<file path="src/rtl/similarity_argmax.sv">
// similarity_argmax: tracks best/second-best float32 class scores per sweep and hands one result record downstream
module similarity_argmax #(
    parameter int HV_DATA_WIDTH = 32,
    parameter int IDX_WIDTH     = 4,
    parameter int CNT_WIDTH     = 8
) (
    input  logic                     clk,
    input  logic                     reset,
    input  logic                     sim_valid,
    input  logic                     sim_first,
    input  logic                     sim_last,
    input  logic [IDX_WIDTH-1:0]     sim_index,
    input  logic [HV_DATA_WIDTH-1:0] sim_data,
    output logic                     sim_ready,
    output logic                     result_valid,
    input  logic                     result_ready,
    output logic [IDX_WIDTH-1:0]     best_index,
    output logic [HV_DATA_WIDTH-1:0] best_score,
    output logic [IDX_WIDTH-1:0]     second_index,
    output logic [HV_DATA_WIDTH-1:0] second_score,
    output logic [CNT_WIDTH-1:0]     result_count,
    output logic                     nan_seen,
    output logic                     proto_err
);
    typedef enum logic [1:0] {S_IDLE, S_ACCUM, S_RESULT} state_t;

    localparam logic [HV_DATA_WIDTH-1:0] MSB_ONLY = {1'b1, {(HV_DATA_WIDTH-1){1'b0}}};
    localparam logic [HV_DATA_WIDTH-1:0] NEG_INF  = HV_DATA_WIDTH'(32'hFF80_0000);

    // Maps a float onto an unsigned key whose order is the float total order, with -0 folded onto +0
    function automatic logic [HV_DATA_WIDTH-1:0] order_key(input logic [HV_DATA_WIDTH-1:0] x);
        logic [HV_DATA_WIDTH-1:0] n;
        n = (x == MSB_ONLY) ? '0 : x;
        return n[HV_DATA_WIDTH-1] ? ~n : (n ^ MSB_ONLY);
    endfunction

    state_t                   state, state_next;
    logic                     accept, restart, apply, is_nan, beats_best, beats_second;
    logic [IDX_WIDTH-1:0]     base_best_index, base_second_index, best_index_next, second_index_next;
    logic [HV_DATA_WIDTH-1:0] base_best_score, base_second_score, best_score_next, second_score_next;
    logic [CNT_WIDTH-1:0]     base_count, count_next;
    logic                     nan_next, proto_err_next;

    assign accept  = sim_valid && sim_ready;
    assign restart = accept && sim_first;
    assign apply   = accept && (sim_first || state == S_ACCUM);
    assign is_nan  = (&sim_data[30:23]) && (|sim_data[22:0]);

    // FSM next state and handshake outputs
    always_comb begin
        state_next   = state;
        sim_ready    = state != S_RESULT;
        result_valid = state == S_RESULT;
        case (state)
            S_IDLE:   if (restart) state_next = sim_last ? S_RESULT : S_ACCUM;
            S_ACCUM:  if (accept && sim_last) state_next = S_RESULT;
            S_RESULT: if (result_ready) state_next = S_IDLE;
            default:  state_next = S_IDLE;
        endcase
    end

    // Ranking update: a first beat starts from a cleared record, otherwise from the held one
    always_comb begin
        base_best_score   = restart ? NEG_INF : best_score;
        base_best_index   = restart ? '1 : best_index;
        base_second_score = restart ? NEG_INF : second_score;
        base_second_index = restart ? '1 : second_index;
        base_count        = restart ? '0 : result_count;
        beats_best        = order_key(sim_data) > order_key(base_best_score);
        beats_second      = order_key(sim_data) > order_key(base_second_score);
        best_score_next   = base_best_score;
        best_index_next   = base_best_index;
        second_score_next = base_second_score;
        second_index_next = base_second_index;
        count_next        = base_count;
        nan_next          = restart ? 1'b0 : nan_seen;
        proto_err_next    = proto_err | (accept && (sim_first ? state == S_ACCUM : state == S_IDLE));
        if (apply && is_nan) nan_next = 1'b1;
        if (apply && !is_nan) begin
            count_next = (base_count == '1) ? base_count : base_count + 1'b1;
            if (beats_best) begin
                second_score_next = base_best_score;
                second_index_next = base_best_index;
                best_score_next   = sim_data;
                best_index_next   = sim_index;
            end else if (beats_second) begin
                second_score_next = sim_data;
                second_index_next = sim_index;
            end
        end
    end

    // State register
    always_ff @(posedge clk) begin
        if (reset) state <= S_IDLE;
        else       state <= state_next;
    end

    // Result record registers
    always_ff @(posedge clk) begin
        if (reset) begin
            best_score   <= NEG_INF;
            best_index   <= '1;
            second_score <= NEG_INF;
            second_index <= '1;
            result_count <= '0;
            nan_seen     <= 1'b0;
            proto_err    <= 1'b0;
        end else begin
            best_score   <= best_score_next;
            best_index   <= best_index_next;
            second_score <= second_score_next;
            second_index <= second_index_next;
            result_count <= count_next;
            nan_seen     <= nan_next;
            proto_err    <= proto_err_next;
        end
    end
endmodule
</file>
<file path="config.mk">
export PLATFORM = sky130hd
export DESIGN_NAME = similarity_argmax
export DESIGN_NICKNAME = d
export VERILOG_FILES = /design/src/rtl/similarity_argmax.sv
export SDC_FILE = /design/constraint.sdc
export NUM_CORES = 1
export LEC_CHECK = 0
export ABC_AREA = 1
export CAP_MARGIN = 40
export CORE_MARGIN = 3
export CORE_UTILIZATION = 58
export DETAILED_ROUTE_END_ITERATION = 7
export GPL_TIMING_DRIVEN = 1
export HOLD_SLACK_MARGIN = 0.12
export PLACE_DENSITY_LB_ADDON = 0.12
export SLEW_MARGIN = 20
export SYNTH_ARGS = -nofsm -noshare
export SYNTH_HDL_FRONTEND = slang
export SYNTH_SLANG_ARGS = --single-unit
</file>
<file path="constraint.sdc">
create_clock -name clk -period 10.6 [get_ports clk]
set_input_delay 1.06 -clock clk [delete_from_list [all_inputs] [get_ports clk]]
set_output_delay 1.06 -clock clk [all_outputs]
set_load 0.02 [all_outputs]
</file>
## Yosys cells after proc, flatten, opt, wreduce, memory -nomap -nowiden

Index checks and enable logic that the tools add are counted.

| cells by class | value |
|---|---|
| muxes and demuxes | 31 |
| reductions and logical operators | 15 |
| order comparisons | 2 |
| divide/modulo/power cells | 0 |
| shifts and indexed selects | 0 |
| $add $sub $neg | 1 |
| bitwise logic cells | 7 |
| $mul | 0 |
| equal/unequal tests | 10 |

Operators with widths:

| cell | count |
|---|---|
| $mux 32 | 13 |
| $eq 32x32->1 const B | 3 |
| $not 32->32 | 3 |
| $gt 32x32->1 | 2 |
| $mux 4 | 7 |
| $mux 8 | 3 |
| $reduce_or 23->1 | 1 |
| $add 8x1->8 const B | 1 |
| $eq 8x8->1 const B | 1 |
| $logic_and 1x1->1 | 8 |
| $mux 2 | 4 |
| $reduce_and 8->1 | 1 |
| $pmux 2 s3 | 1 |
| $ne 2x1->1 const B | 2 |
| $ne 2x2->1 const B | 2 |
| $mux 1 | 3 |
| $not 1->1 | 3 |
| $reduce_and 3->1 | 1 |
| $eq 2x1->1 const B | 1 |
| $eq 2x2->1 const B | 1 |
| $logic_not 2->1 | 1 |
| $reduce_bool 2->1 | 1 |
| $logic_not 1->1 | 1 |
| $logic_or 1x1->1 | 1 |
| $or 1x1->1 | 1 |

| word-level totals | value |
|---|---|
| RAM bits | 0 |
| bits in latches | 0 |
| output and inout bits | 84 |
| flip-flop bits (word level) | 84 |
| memories | 0 |
| input bits | 42 |
| logic and storage cells | 74 |
| memory bits (read-only) | 0 |

## Depth between registers and ports, before layout

Gate-level depths: netlist of run 1.

| logic depth | value |
|---|---|
| depth after elaboration | 12 |
| depth in mapped cells | 33 |
| gate-level depth less buffers | 31 |

## Worst setup path before layout of run 1

No wires, ideal clock.

| timing | value |
|---|---|
| kind | input -> register |
| from | input sim_valid |
| to | register second_score[23] |
| data arrival time | 3940 ps |
| buffers on the path | 2 |
| stages | 24 |
| library setup time | 121 ps |
| path slack | 6539 ps |
| required time | 10479 ps |
| path through | inv_1 -> nor2_4 -> nand2_4 -> buf_6 -> nand2_1 -> nand4_1 -> or2_1 -> nor2_2 -> nand2_4 -> nand2_4 -> buf_8 -> inv_1 -> ha_1 -> nand2_1 -> nor2_1 -> nand2_1 -> nor4_1 -> nand2_1 -> nand2_1 -> nand3_2 -> nand2_1 -> inv_1 -> nand2_1 -> nand3_1 |

| on the way | value |
|---|---|
| word-level cells in the longest chain between the ends | 11 |
| elaborated cells on any way between the ends | 21 |
| classes of those cells | order compare (2); eq/ne (2); mux (9); bitwise (4); reduce/logical (4) |

Ends and longest elaborated chain:

| what | RTL line | source |
|---|---|---|
| from (decl) | 9 | `input logic sim_valid,` |
| $logic_and 1x1->1 (*) | 44 | `assign accept = sim_valid && sim_ready;` |
| $logic_and 1x1->1 | 45 | `assign restart = accept && sim_first;` |
| $mux 32 | 66 | `base_second_score = restart ? NEG_INF : second_score;` |
| $eq 32x32->1 | 33 | `n = (x == MSB_ONLY) ? '0 : x;` |
| $mux 32 | 33 |  |
| $not 32->32 / $not 1->1 (equally long branches) | n/a |  |
| $mux 32 | 34 | `return n[HV_DATA_WIDTH-1] ? ~n : (n ^ MSB_ONLY);` |
| $gt 32x32->1 | 70 | `beats_second = order_key(sim_data) > order_key(base_second_score);` |
| $mux 32 | 86 | `end else if (beats_second) begin` |
| $mux 32 | 81 | `if (beats_best) begin` |
| $mux 32 (*) | 79 | `if (apply && !is_nan) begin` |
| to (signal assigned) | 112 | `second_score <= second_score_next;` |
| to (decl) | 20 | `output logic [HV_DATA_WIDTH-1:0] second_score,` |

Mark *: on every way between the ends. The rest lies on a longest branch, timed or not.
A chain may end at the register's enable or synchronous reset.

## Worst setup path in the final report of run 1

| timing | value |
|---|---|
| from | input sim_valid |
| to | register second_index[2] |

| on the way | value |
|---|---|
| word-level cells in the longest chain between the ends | 11 |
| elaborated cells on any way between the ends | 23 |
| classes of those cells | order compare (2); eq/ne (2); mux (11); bitwise (4); reduce/logical (4) |

Ends and longest elaborated chain:

| what | RTL line | source |
|---|---|---|
| $logic_and 1x1->1 (*) | 44 |  |
| $logic_and 1x1->1 | 45 |  |
| $mux 32 | 66 |  |
| $eq 32x32->1 | 33 |  |
| $mux 32 | 33 |  |
| $not 32->32 / $not 1->1 (equally long branches) | n/a |  |
| $mux 32 | 34 |  |
| $gt 32x32->1 | 70 |  |
| $mux 4 | 86 |  |
| $mux 4 | 81 |  |
| $mux 4 (*) | 79 |  |
| to (signal assigned) | 113 | `second_index <= second_index_next;` |
| to (decl) | 19 | `output logic [IDX_WIDTH-1:0] second_index,` |

Marked as above.

==> run_results.csv, run 1 <==
group,metric,value,unit
outcome,status,"finished clean",
setup_path,r2r-start,"state[1]$_SDFFE_PP0P_",
floorplan,die_y,116.0,microns
timing,worst_pin_slew,832.3,ps
worst_hold_path,hp-class,"reg2reg",
routing,first_pass_iters,5,
cts,cts_buffer_depth,2,
finish,antennaDiodeCount,0,
timing,whs,476.1,ps
routing,num_vias,7845,
timing,rsz0062_at_grt,"no",
finish,fin_nets,1325,
timing,fin_crit_sh,64.49,%
cts,ctsRootBufferMaster,"clkbuf_16",
synth,synth_compound_area_share,14.34,%
floorplan,start_util,60.41,%
floorplan,io_pins,126,
finish,final_cell_count_no_fill,1366,
grt,grt.total_usage,33.93,%
routing,wl_per_cell,16.77,microns
finish,fillers,1024,
synth,synthMuxAreaShare,0.1605,%
cts,htreeDepth,3,
setup_path,worstSetupEndpointType,"flop",
place,dp_cells,1349,
timing,slew_viol_final,0,
synth,yosys.area_share.simple,35.35,%
synth,synthFlopType,"dfxtp_1",
setup_path,path_class,"in2reg",
synth,ys_ff_latch,84,
synth,synth_top_area_share,23.97,%
synth,synth_enable_flop_cells,0,
power_and_ir_drop,pwr_density_cell,169.6,nW/um^2
timing,finClkSkew,5.958,ps
synth,netlist_top_cells_area,"dfxtp_1 (24%), nand2_1 (18%), ha_1 (12%), a21oi_1 (7.6%), nor2_1 (6.8%)",
place,io_buffers,125,
floorplan,die_w,116.0,microns
grt,grt_pass1_vias,7033,
cts,cts-hold-fix-buffers,0,
setup_path,cp-start-kind,"primary input",
floorplan,core,11610,sq um
place,post-dp-hpwl,16560,microns
run,max_cap_viol_count,0,
synth,netlist_area,7015,sq um
grt,grt_overflow,0,
floorplan,dieArea,13450,sq um
synth,synthTopCellsByCount,"nand2_1 (342), nor2_1 (128), inv_1 (107)",
setup_path,reg2reg_depth,26,
cts,insertion_delay,350,ps
finish,drive_gt1_share,3.598,%
synth,synthArstFlopShare,0,%
cts,cts_resized,0,
routing,first_iter_violations,931,
cts,cts_tree,"yes",
cts,cts.sinks,84,
synth,synth_top_area_cell,"dfxtp_1",
setup_path,r2r_setup_slack,4400,ps
cts,numCtsBuffers,9,
routing,vias_per_cell,5.743,
grt,grt_max_degree,53,
timing,finalHoldViolations,0,
setup_path,arrival,7070,ps
synth,syn_inst,1124,
synth,yosys.area_share.xor_xnor,4.691,%
synth,synth_nets,1231,
synth,synth_cell_types,39,
timing,fin_tns_setup,0,ps
cts,cts_setup_buffers,0,
timing,timing.final.crit_period,6836,ps
timing,slew_headroom,44.45,%
setup_path,crit_fanout,52,
power_and_ir_drop,ir_worst_vdd,130.3,uV
grt,grt_antenna_before_repair,0,
synth,seq_area_frac_synth,23.97,%
timing,fin_ws,3764,ps
cts,clk_pin_slew,60,ps
setup_path,worstPathRequired,10830,ps
synth,synth.yosys.warnings,0,
setup_path,crit_end,"second_index[2]$_SDFF_PP1_",
synth,synth_fa_ha_area_share,11.59,%
synth,syn_area_per_cell,6.242,sq um
finish,syn2layout_area_growth,22.20,%
timing,clock.fmax,146.3,MHz
routing,ant_nets,0,
floorplan,fp-row-count,39,
routing,routed_wl,22910,microns
place,gp_congestion,0.9993,
grt,grt_pass1_wl,36250,microns
setup_path,worst_r2r_endpoint,"second_index[2]$_SDFF_PP1_",
power_and_ir_drop,p_leak,4.310,nW
synth,synth_top_family_by_area,"simple AND/OR/NAND/NOR gates",
synth,yosysMostFrequentCell,"nand2_1",
routing,drt_drc_violations_left,0,
timing,setup_viol,0,
place,pre_cts_ws,3539,ps
setup_path,crit_start,"sim_valid",
-- final cells by class --
type / instances / area [sq um] / share of cell area, %
tap: 143 / 178.9 / 2.087
clock inverter: 4 / 72.57 / 0.8465
inverter: 110 / 412.9 / 4.816
multi-input combinational: 878 / 4639 / 54.12
clock buffer: 12 / 246.5 / 2.875
timing repair buffer: 135 / 1341 / 15.65
sequential: 84 / 1682 / 19.61
-- how the worst min path moves through the flow --
stage	start	endpoint	slack, ps	depth (start not counted)
global route	nan_seen$_SDFFE_PP0P_	nan_seen$_SDFFE_PP0P_	510	2
CTS	nan_seen$_SDFFE_PP0P_	nan_seen$_SDFFE_PP0P_	470	2
floorplan	nan_seen$_SDFFE_PP0P_	nan_seen$_SDFFE_PP0P_	540	2
global placement	proto_err$_SDFF_PP0_	proto_err$_SDFF_PP0_	460	2
finish	nan_seen$_SDFFE_PP0P_	nan_seen$_SDFFE_PP0P_	480	2
detailed placement	nan_seen$_SDFFE_PP0P_	nan_seen$_SDFFE_PP0P_	460	2
-- layer usage --
metal / GRT usage [%] / vias to the layer above / share of wire (%)
met5: 0 / - / 0
met4: 12.37 / 0 / 2.8
met3: 6.005 / 60 / 10
met2: 54.12 / 431 / 45
met1: 46.01 / 3494 / 42
li1: - / 3860 / -
-- flip-flops by register name, indices dropped and copies added, names as in the netlist --
register and cells:
best_score 32, second_score 32, result_count 8, best_index 4
second_index 4, state 2, nan_seen 1, proto_err 1
-- critical path, cell delays in order --
cell,delay (ps)
clkdlybuf4s50_1,450
inv_1,60
nor2_4,150
nand2_4,350
buf_4,410
nand2_1,240
nor3_1,100
nand3_1,100
nor2_2,50
nor2_4,480
buf_4,430
xnor2_2,120
ha_1,300
nand2_1,80
nor3_1,290
and3_1,240
nand2_1,70
nand2_2,150
nand3_2,620
buf_4,540
nand2_1,280
inv_1,250
nand2_1,120
nand3_1,70
-- stage by stage --
step / utilization, % / area [sq um] / power [mW]
after floorplan: - / 7015 / 0.8629
after global placement: 70.81 / 8224 / 1.088
after detailed placement: 70.94 / 8239 / 1.095
after CTS: 73.69 / 8558 / 1.442
after global routing: 73.82 / 8573 / 1.552
final: 73.82 / 8573 / 1.454
-- cells in the final DEF, fill, tap and decap left out, types with 3 or more instances in the layout --
cell type	instances
xor2_1	24
xnor2_1	8
nand3_1	48
ha_1	65
clkbuf_16	9
nor3_1	9
inv_1	107
nor2_2	4
o21ai_0	58
dfxtp_1	84
o21a_1	4
nor2_1	128
nand2_1	342
buf_4	8
a21oi_1	106
xnor2_2	3
nand3b_1	3
a21o_1	3
clkdlybuf4s50_1	125
nand2_4	3
o211ai_1	14
nand4_1	39
-- logic make-up (layout without fill, tap and decap cells) --
group,after synthesis,in the layout
AND/OR/NAND/NOR,589,589
AO/OA/AOI/OAI,188,188
buffers and inverters,162,261
flip-flops,84,84
adder cells (fa/ha/maj),65,65
XOR/XNOR,35,35
multiplexers,1,1
-- power breakdown --
part | internal [mW] | switching (mW)
Sequential | 0.364 | 0.0379
Combinational | 0.270 | 0.437
Clock | 0.213 | 0.134
No activity file was read; power rests on OpenSTA's default activity.
==> inputs of run 2 (changes only) <==
--- a/config.mk
+++ b/config.mk
@@ -8,7 +8,7 @@
 export ABC_AREA = 1
 export CAP_MARGIN = 40
 export CORE_MARGIN = 3
-export CORE_UTILIZATION = 58
+export CORE_UTILIZATION = 49
 export DETAILED_ROUTE_END_ITERATION = 7
 export GPL_TIMING_DRIVEN = 1
 export HOLD_SLACK_MARGIN = 0.12
==> constraint.sdc (replaced) <==
create_clock -name clk -period 6.1 [get_ports clk]
set_input_delay 0.61 -clock clk [delete_from_list [all_inputs] [get_ports clk]]
set_output_delay 0.61 -clock clk [all_outputs]
set_load 0.02 [all_outputs]
==> run 2 against run 1 <==
Compared with the run above:
- combinational power is 78% higher
- die area up 17%
- worst hold slack better by 2.1 ps
- critical path type unchanged
- routed wire length rose by 4.0%
- via count down 0.55%
- non-clock buffer count is 14 higher
- sequential cell count is the same
- clock power grew 67%
- power increased by 74%
- cell count grew 3.7%
- sequential power increased by 72%
- sequential share of layout area is 0.37 points lower
==> run_results.csv, run 2 (synthesis gave the netlist of run 1 again) <==
group,metric,value,unit
outcome,status,"finished clean",
cts,cts_tree,"yes",
grt,grt_antenna_before_repair,0,
timing,fin_crit_sh,83.28,%
setup_path,max_stage_delay,530,ps
timing,fin_tns_setup,0,ps
timing,timing.final.crit_period,5080,ps
cts,htreeDepth,3,
setup_path,crit_fanout,89,
finish,layout_common_cells,"nand2_1 (342), nor2_1 (128), clkdlybuf4s50_1 (125), inv_1 (107), a21oi_1 (106)",
timing,rsz0062_at_grt,"no",
power_and_ir_drop,ir_worst_vdd,144.1,uV
power_and_ir_drop,power.switching,1.056,mW
place,gp_congestion,0.9457,
timing,finClkSkew,9.954,ps
setup_path,arrival,5370,ps
routing,first_iter_violations,741,
grt,grt_pass1_wl,38070,microns
finish,seq_area,1682,sq um
routing,drt_drc_violations_left,0,
setup_path,cp-start-kind,"primary input",
cts,cts_setup_buffers,0,
power_and_ir_drop,clkPwrFrac,22.9,%
timing,worst_pin_slew,755.5,ps
routing,wl_per_cell,16.83,microns
grt,grt.total_usage,29.96,%
power_and_ir_drop,p_leak,4.385,nW
run,max_cap_viol_count,0,
floorplan,dieArea,15790,sq um
floorplan,fp-row-count,43,
cts,cts.sinks,84,
cts,numCtsBuffers,9,
timing,clock.fmax,196.8,MHz
cts,cts_resized,0,
power_and_ir_drop,power,2.525,mW
power_and_ir_drop,power_frac_comb,49.7,%
timing,slew_viol_final,0,
finish,final_common_cell,"nand2_1",
grt,grt_pass1_vias,7148,
grt,grt_max_degree,90,
routing,num_vias,7802,
setup_path,crit_family,"simple AND/OR/NAND/NOR gates",
floorplan,start_util,50.35,%
setup_path,crit_buf_inv,5,
grt,grt_overflow,0,
routing,routed_wl,23840,microns
cts,ctsRootBufferMaster,"clkbuf_16",
setup_path,path_class,"in2reg",
cts,cts_buffer_depth,2,
setup_path,crit_slowest_cell,"clkdlybuf4s50_1",
routing,first_pass_iters,5,
place,post-dp-hpwl,17390,microns
finish,multi_input_area,4639,sq um
setup_path,worstPathRequired,6390,ps
timing,setup_viol,0,
setup_path,worstSetupEndpointType,"flop",
timing,fin_ws,1020,ps
power_and_ir_drop,pwr-share-seq,27.4,%
place,io_buffers,125,
finish,fin_nets,1339,
finish,drive_gt1_share,4.612,%
finish,antennaDiodeCount,0,
routing,ant_nets,0,
worst_hold_path,hp-class,"reg2reg",
place,pre_cts_ws,711.0,ps
floorplan,die_y,125.7,microns
finish,reg.largest.list,"best_score: 32 flops, second_score: 32 flops, result_count: 8 flops",
cts,cts-hold-fix-buffers,0,
finish,fillers,1369,
setup_path,path_cells,"clkdlybuf4s50_1 -> nor2_1 -> nand3_1 -> nor2_1 -> nand3_1 -> o21ai_2 -> clkinv_1 -> buf_4 -> nor2_1 -> a21oi_1 -> ha_1 -> nand4_1 -> nor3_1 -> and3_1 -> nand2_1 -> nand3_2 -> buf_12 -> nand2_1 -> inv_1 -> nand2_1 -> nand3_1",
timing,slew_headroom,49.56,%
floorplan,die_w,125.7,microns
power_and_ir_drop,internal_power,1.469,mW
power_and_ir_drop,pwr_density_cell,288.9,nW/um^2
routing,vias_per_cell,5.510,
finish,syn2layout_area_growth,24.58,%
cts,clk_pin_slew,60,ps
floorplan,core,13930,sq um
power_and_ir_drop,switching_share,41.83,%
floorplan,io_pins,126,
cts,insertion_delay,350,ps
timing,finalHoldViolations,0,
[run 2: stage by stage]
step | utilization, % | instances | area [sq um] | hold slack (ps)
final | 62.72 | 1416 | 8740 | 478.2
after global routing | 62.72 | 1416 | 8740 | 525.4
after CTS | 62.72 | 1416 | 8740 | 479.3
after detailed placement | 60.54 | 1401 | 8436 | 464.6
after global placement | 60.34 | 1400 | 8408 | 457.9
after floorplan | - | 1124 | 7015 | 545.0
[run 2: metal layers]
metal	track usage (%)	vias up	wire [microns]
met5	0	-	0
met4	11.35	0	628
met3	4.707	45	2172
met2	46.92	336	10580
met1	41.64	3531	10450
li1	-	3890	-
[run 2: power groups by stage]
| stage | registers [mW] | clock network [mW] | logic [mW] |
|---|---|---|---|
| after floorplan | 0.784 | 0 | 0.715 |
| after global placement | 0.703 | 0 | 1.22 |
| after detailed placement | 0.702 | 0 | 1.24 |
| after CTS | 0.691 | 0.584 | 1.25 |
| after global routing | 0.701 | 0.603 | 1.39 |
| final | 0.691 | 0.578 | 1.26 |
[run 2: layout make-up]
class	count	area share [%]
Sequential cell	84	19.24
Clock inverter	1	0.3436
Timing Repair Buffer	149	16.89
Multi-Input combinational cell	878	53.09
Tap cell	180	2.577
Inverter	110	4.724
Clock buffer	14	3.135
[run 2: worst reg2reg max path: stages (launching register included)]
cell,delay [ps]
dfxtp_1,350
inv_1,70
nor2_2,180
nor2_4,60
nand2_4,240
buf_4,270
nand2_1,140
nand2_1,90
nor3_1,40
nand3_1,100
nor2_2,50
nor2_4,560
buf_16,250
xnor2_1,100
ha_1,310
nand4_1,100
nor3_1,200
and3_1,210
nand2_1,220
nand3_2,200
buf_12,300
nand2_1,130
inv_1,270
nand2_1,100
nand3_1,90
[run 2: final timing paths]
kind	start	end	slack [ps]	depth (start not counted)
max	sim_data[18]	second_index[3]$_SDFF_PP1_	1020	21
min	nan_seen$_SDFFE_PP0P_	nan_seen$_SDFFE_PP0P_	480	2
max reg2reg	state[1]$_SDFFE_PP0P_	second_index[3]$_SDFF_PP1_	1400	24
min reg2reg	nan_seen$_SDFFE_PP0P_	nan_seen$_SDFFE_PP0P_	480	2
==> inputs of run 3 (changes only) <==
--- a/config.mk
+++ b/config.mk
@@ -8,7 +8,7 @@
 export ABC_AREA = 1
 export CAP_MARGIN = 40
 export CORE_MARGIN = 3
-export CORE_UTILIZATION = 49
+export CORE_UTILIZATION = 54
 export DETAILED_ROUTE_END_ITERATION = 7
 export GPL_TIMING_DRIVEN = 1
 export HOLD_SLACK_MARGIN = 0.12
==> constraint.sdc (replaced) <==
create_clock -name clk -period 5.1 [get_ports clk]
set_input_delay 0.51 -clock clk [delete_from_list [all_inputs] [get_ports clk]]
set_output_delay 0.51 -clock clk [all_outputs]
set_load 0.02 [all_outputs]
==> run 3 against run 2 <==
Compared with the run above:
- clock-buffer cell count shrank 5
- clock power grew 18%
- routed wire length shrank 1.3%
- cell count grew 0.85%
- critical path depth grew 5
- combinational power grew 21%
- worst setup slack lost 710 ps
- sequential power grew 20%
- critical path type unchanged
- largest cell class unchanged
==> run_results.csv, run 3 (synthesis gave the netlist of run 1 again) <==
group,metric,value,unit
timing,slew_headroom,55.00,%
outcome,status,"finished clean",
timing,whs,480.6,ps
floorplan,core,12670,sq um
worst_hold_path,hp-class,"reg2reg",
run,max_cap_viol_count,0,
routing,drt_drc_violations_left,0,
setup_path,reg2reg_depth,26,
setup_path,max_stage_delay,460,ps
place,gp_congestion,0.9694,
floorplan,start_util,55.37,%
routing,num_vias,7924,
setup_path,r2r-start,"state[1]$_SDFFE_PP0P_",
setup_path,cp-start-kind,"primary input",
finish,final_common_cell,"nand2_1",
setup_path,crit_fanout,30,
setup_path,worstSetupEndpointType,"flop",
floorplan,io_pins,126,
finish,layout_common_cells,"nand2_1 (341), nor2_1 (128), clkdlybuf4s50_1 (125), inv_1 (106), a21oi_1 (106)",
grt,grt_max_degree,62,
power_and_ir_drop,p_leak,4.461,nW
finish,fillers,1186,
grt,grt_antenna_before_repair,0,
routing,first_pass_iters,5,
place,io_buffers,125,
timing,rsz0062_at_grt,"no",
timing,slew_viol_final,0,
cts,cts_buffer_depth,2,
power_and_ir_drop,ir_worst_vdd,216.9,uV
worst_hold_path,holdPathStages,2,
cts,cts_tree,"yes",
finish,fin_nets,1358,
floorplan,die_w,120.0,microns
timing,fin_ws,313.8,ps
setup_path,arrival,5040,ps
setup_path,crit_family,"simple AND/OR/NAND/NOR gates",
finish,antennaDiodeCount,0,
cts,numCtsBuffers,9,
finish,syn2layout_area_growth,26.47,%
finish,drive_gt1_share,6.449,%
routing,first_iter_violations,804,
setup_path,worst_path_most_repeated_cell,"nand2_1",
timing,clock.fmax,208.9,MHz
grt,grt_pass1_vias,7251,
floorplan,fp-row-count,41,
timing,timing.final.crit_period,4786,ps
setup_path,r2r_setup_slack,540,ps
routing,ant_nets,0,
cts,cts.sinks,84,
finish,reg.largest.list,"best_score: 32 flops, second_score: 32 flops, result_count: 8 flops",
cts,clk_pin_slew,70,ps
cts,htreeDepth,3,
routing,wl_per_cell,16.47,microns
grt,grt.total_usage,32.66,%
grt,grt_overflow,0,
routing,routed_wl,23520,microns
setup_path,worstPathRequired,5350,ps
timing,finClkSkew,4.888,ps
grt,grt_pass1_wl,37470,microns
power_and_ir_drop,pwr_density_cell,341.7,nW/um^2
floorplan,die_y,120.0,microns
timing,fin_crit_sh,93.85,%
timing,finalHoldViolations,0,
cts,cts-hold-fix-buffers,0,
setup_path,crit_buf_inv,6,
timing,setup_viol,0,
timing,worst_pin_slew,675.0,ps
setup_path,path_class,"in2reg",
setup_path,crit_slowest_cell,"clkdlybuf4s50_1",
worst_hold_path,hold-path-endpoint,"nan_seen$_SDFFE_PP0P_",
place,post-dp-hpwl,17260,microns
floorplan,dieArea,14400,sq um
routing,vias_per_cell,5.549,
setup_path,worst_r2r_endpoint,"second_score[1]$_SDFF_PP0_",
place,pre_cts_ws,-83.69,ps
cts,ctsRootBufferMaster,"clkbuf_16",
cts,insertion_delay,350,ps
worst_hold_path,min_from,"nan_seen$_SDFFE_PP0P_",
finish,fin_util,70.02,%
==> run 3: cell types whose count changed in the layout (fill, tap and decap cells not counted), sizes merged <==
cell and change:
clkinv +5, buf +19, clkbuf -5, clkinvlp +1
==> run 3: cell type report <==
| type | instances | area [sq um] | area share [%] |
|---|---|---|---|
| Clock inverter | 7 | 77.57 | 0.8743 |
| Inverter | 110 | 412.9 | 4.654 |
| Multi-Input combinational cell | 878 | 4642 | 52.32 |
| Timing Repair Buffer | 168 | 1618 | 18.23 |
| Clock buffer | 9 | 225.2 | 2.538 |
| Sequential cell | 84 | 1682 | 18.95 |
| Tap cell | 172 | 215.2 | 2.426 |
==> run 3: timing repair <==
action                     4_1_cts  5_1_grt
setup endpoints to repair        0        9
setup buffers                    0        0
gates resized for setup          0        2
==> run 3: how the worst max path moves through the flow <==
stage,to,cells past startpoint,startpoint
after CTS,second_score[8]$_SDFF_PP0_,26,sim_valid
final,second_score[1]$_SDFF_PP0_,26,sim_valid
after floorplan,second_score[23]$_SDFF_PP1_,24,sim_valid
after global routing,second_score[18]$_SDFF_PP0_,26,sim_valid
after global placement,second_score[8]$_SDFF_PP0_,26,sim_valid
after detailed placement,second_score[8]$_SDFF_PP0_,26,sim_valid
==> run 3: through the flow <==
stage | cell area [sq um] | power [mW] | instances | TNS, ps
5_1_grt | 8872 | 3.245 | 1428 | 0
2_1_floorplan | 7015 | 1.793 | 1124 | 0
6_report | 8872 | 3.032 | 1428 | 0
3_5_place_dp | 8556 | 2.330 | 1411 | -585.7
3_3_place_gp | 8513 | 2.303 | 1409 | -162.4
4_1_cts | 8859 | 3.011 | 1427 | 0
==> run 3: report_power, final <==
group	switching, mW	total (mW)	leakage (nW)	internal, mW
Clock	0.299	0.682	0.146	0.382
Sequential	0.0718	0.827	0.690	0.756
Combinational	0.921	1.52	3.63	0.602
Total	1.29	3.03	4.46	1.74
==> run 3: routing by layer <==
metal	routed length, microns	global-route usage (%)	vias to the layer above
met3	2359	6.503	68
met4	772	14.03	0
met1	9782	43.62	3505
met2	10600	51.25	426
met5	0	0	-
li1	-	-	3925
==> run 3: tightest hold or removal path, cell delays in order, from the launching register on <==
cell     delay, ps
dfxtp_1        320
nand2_1         60
a21oi_1         50
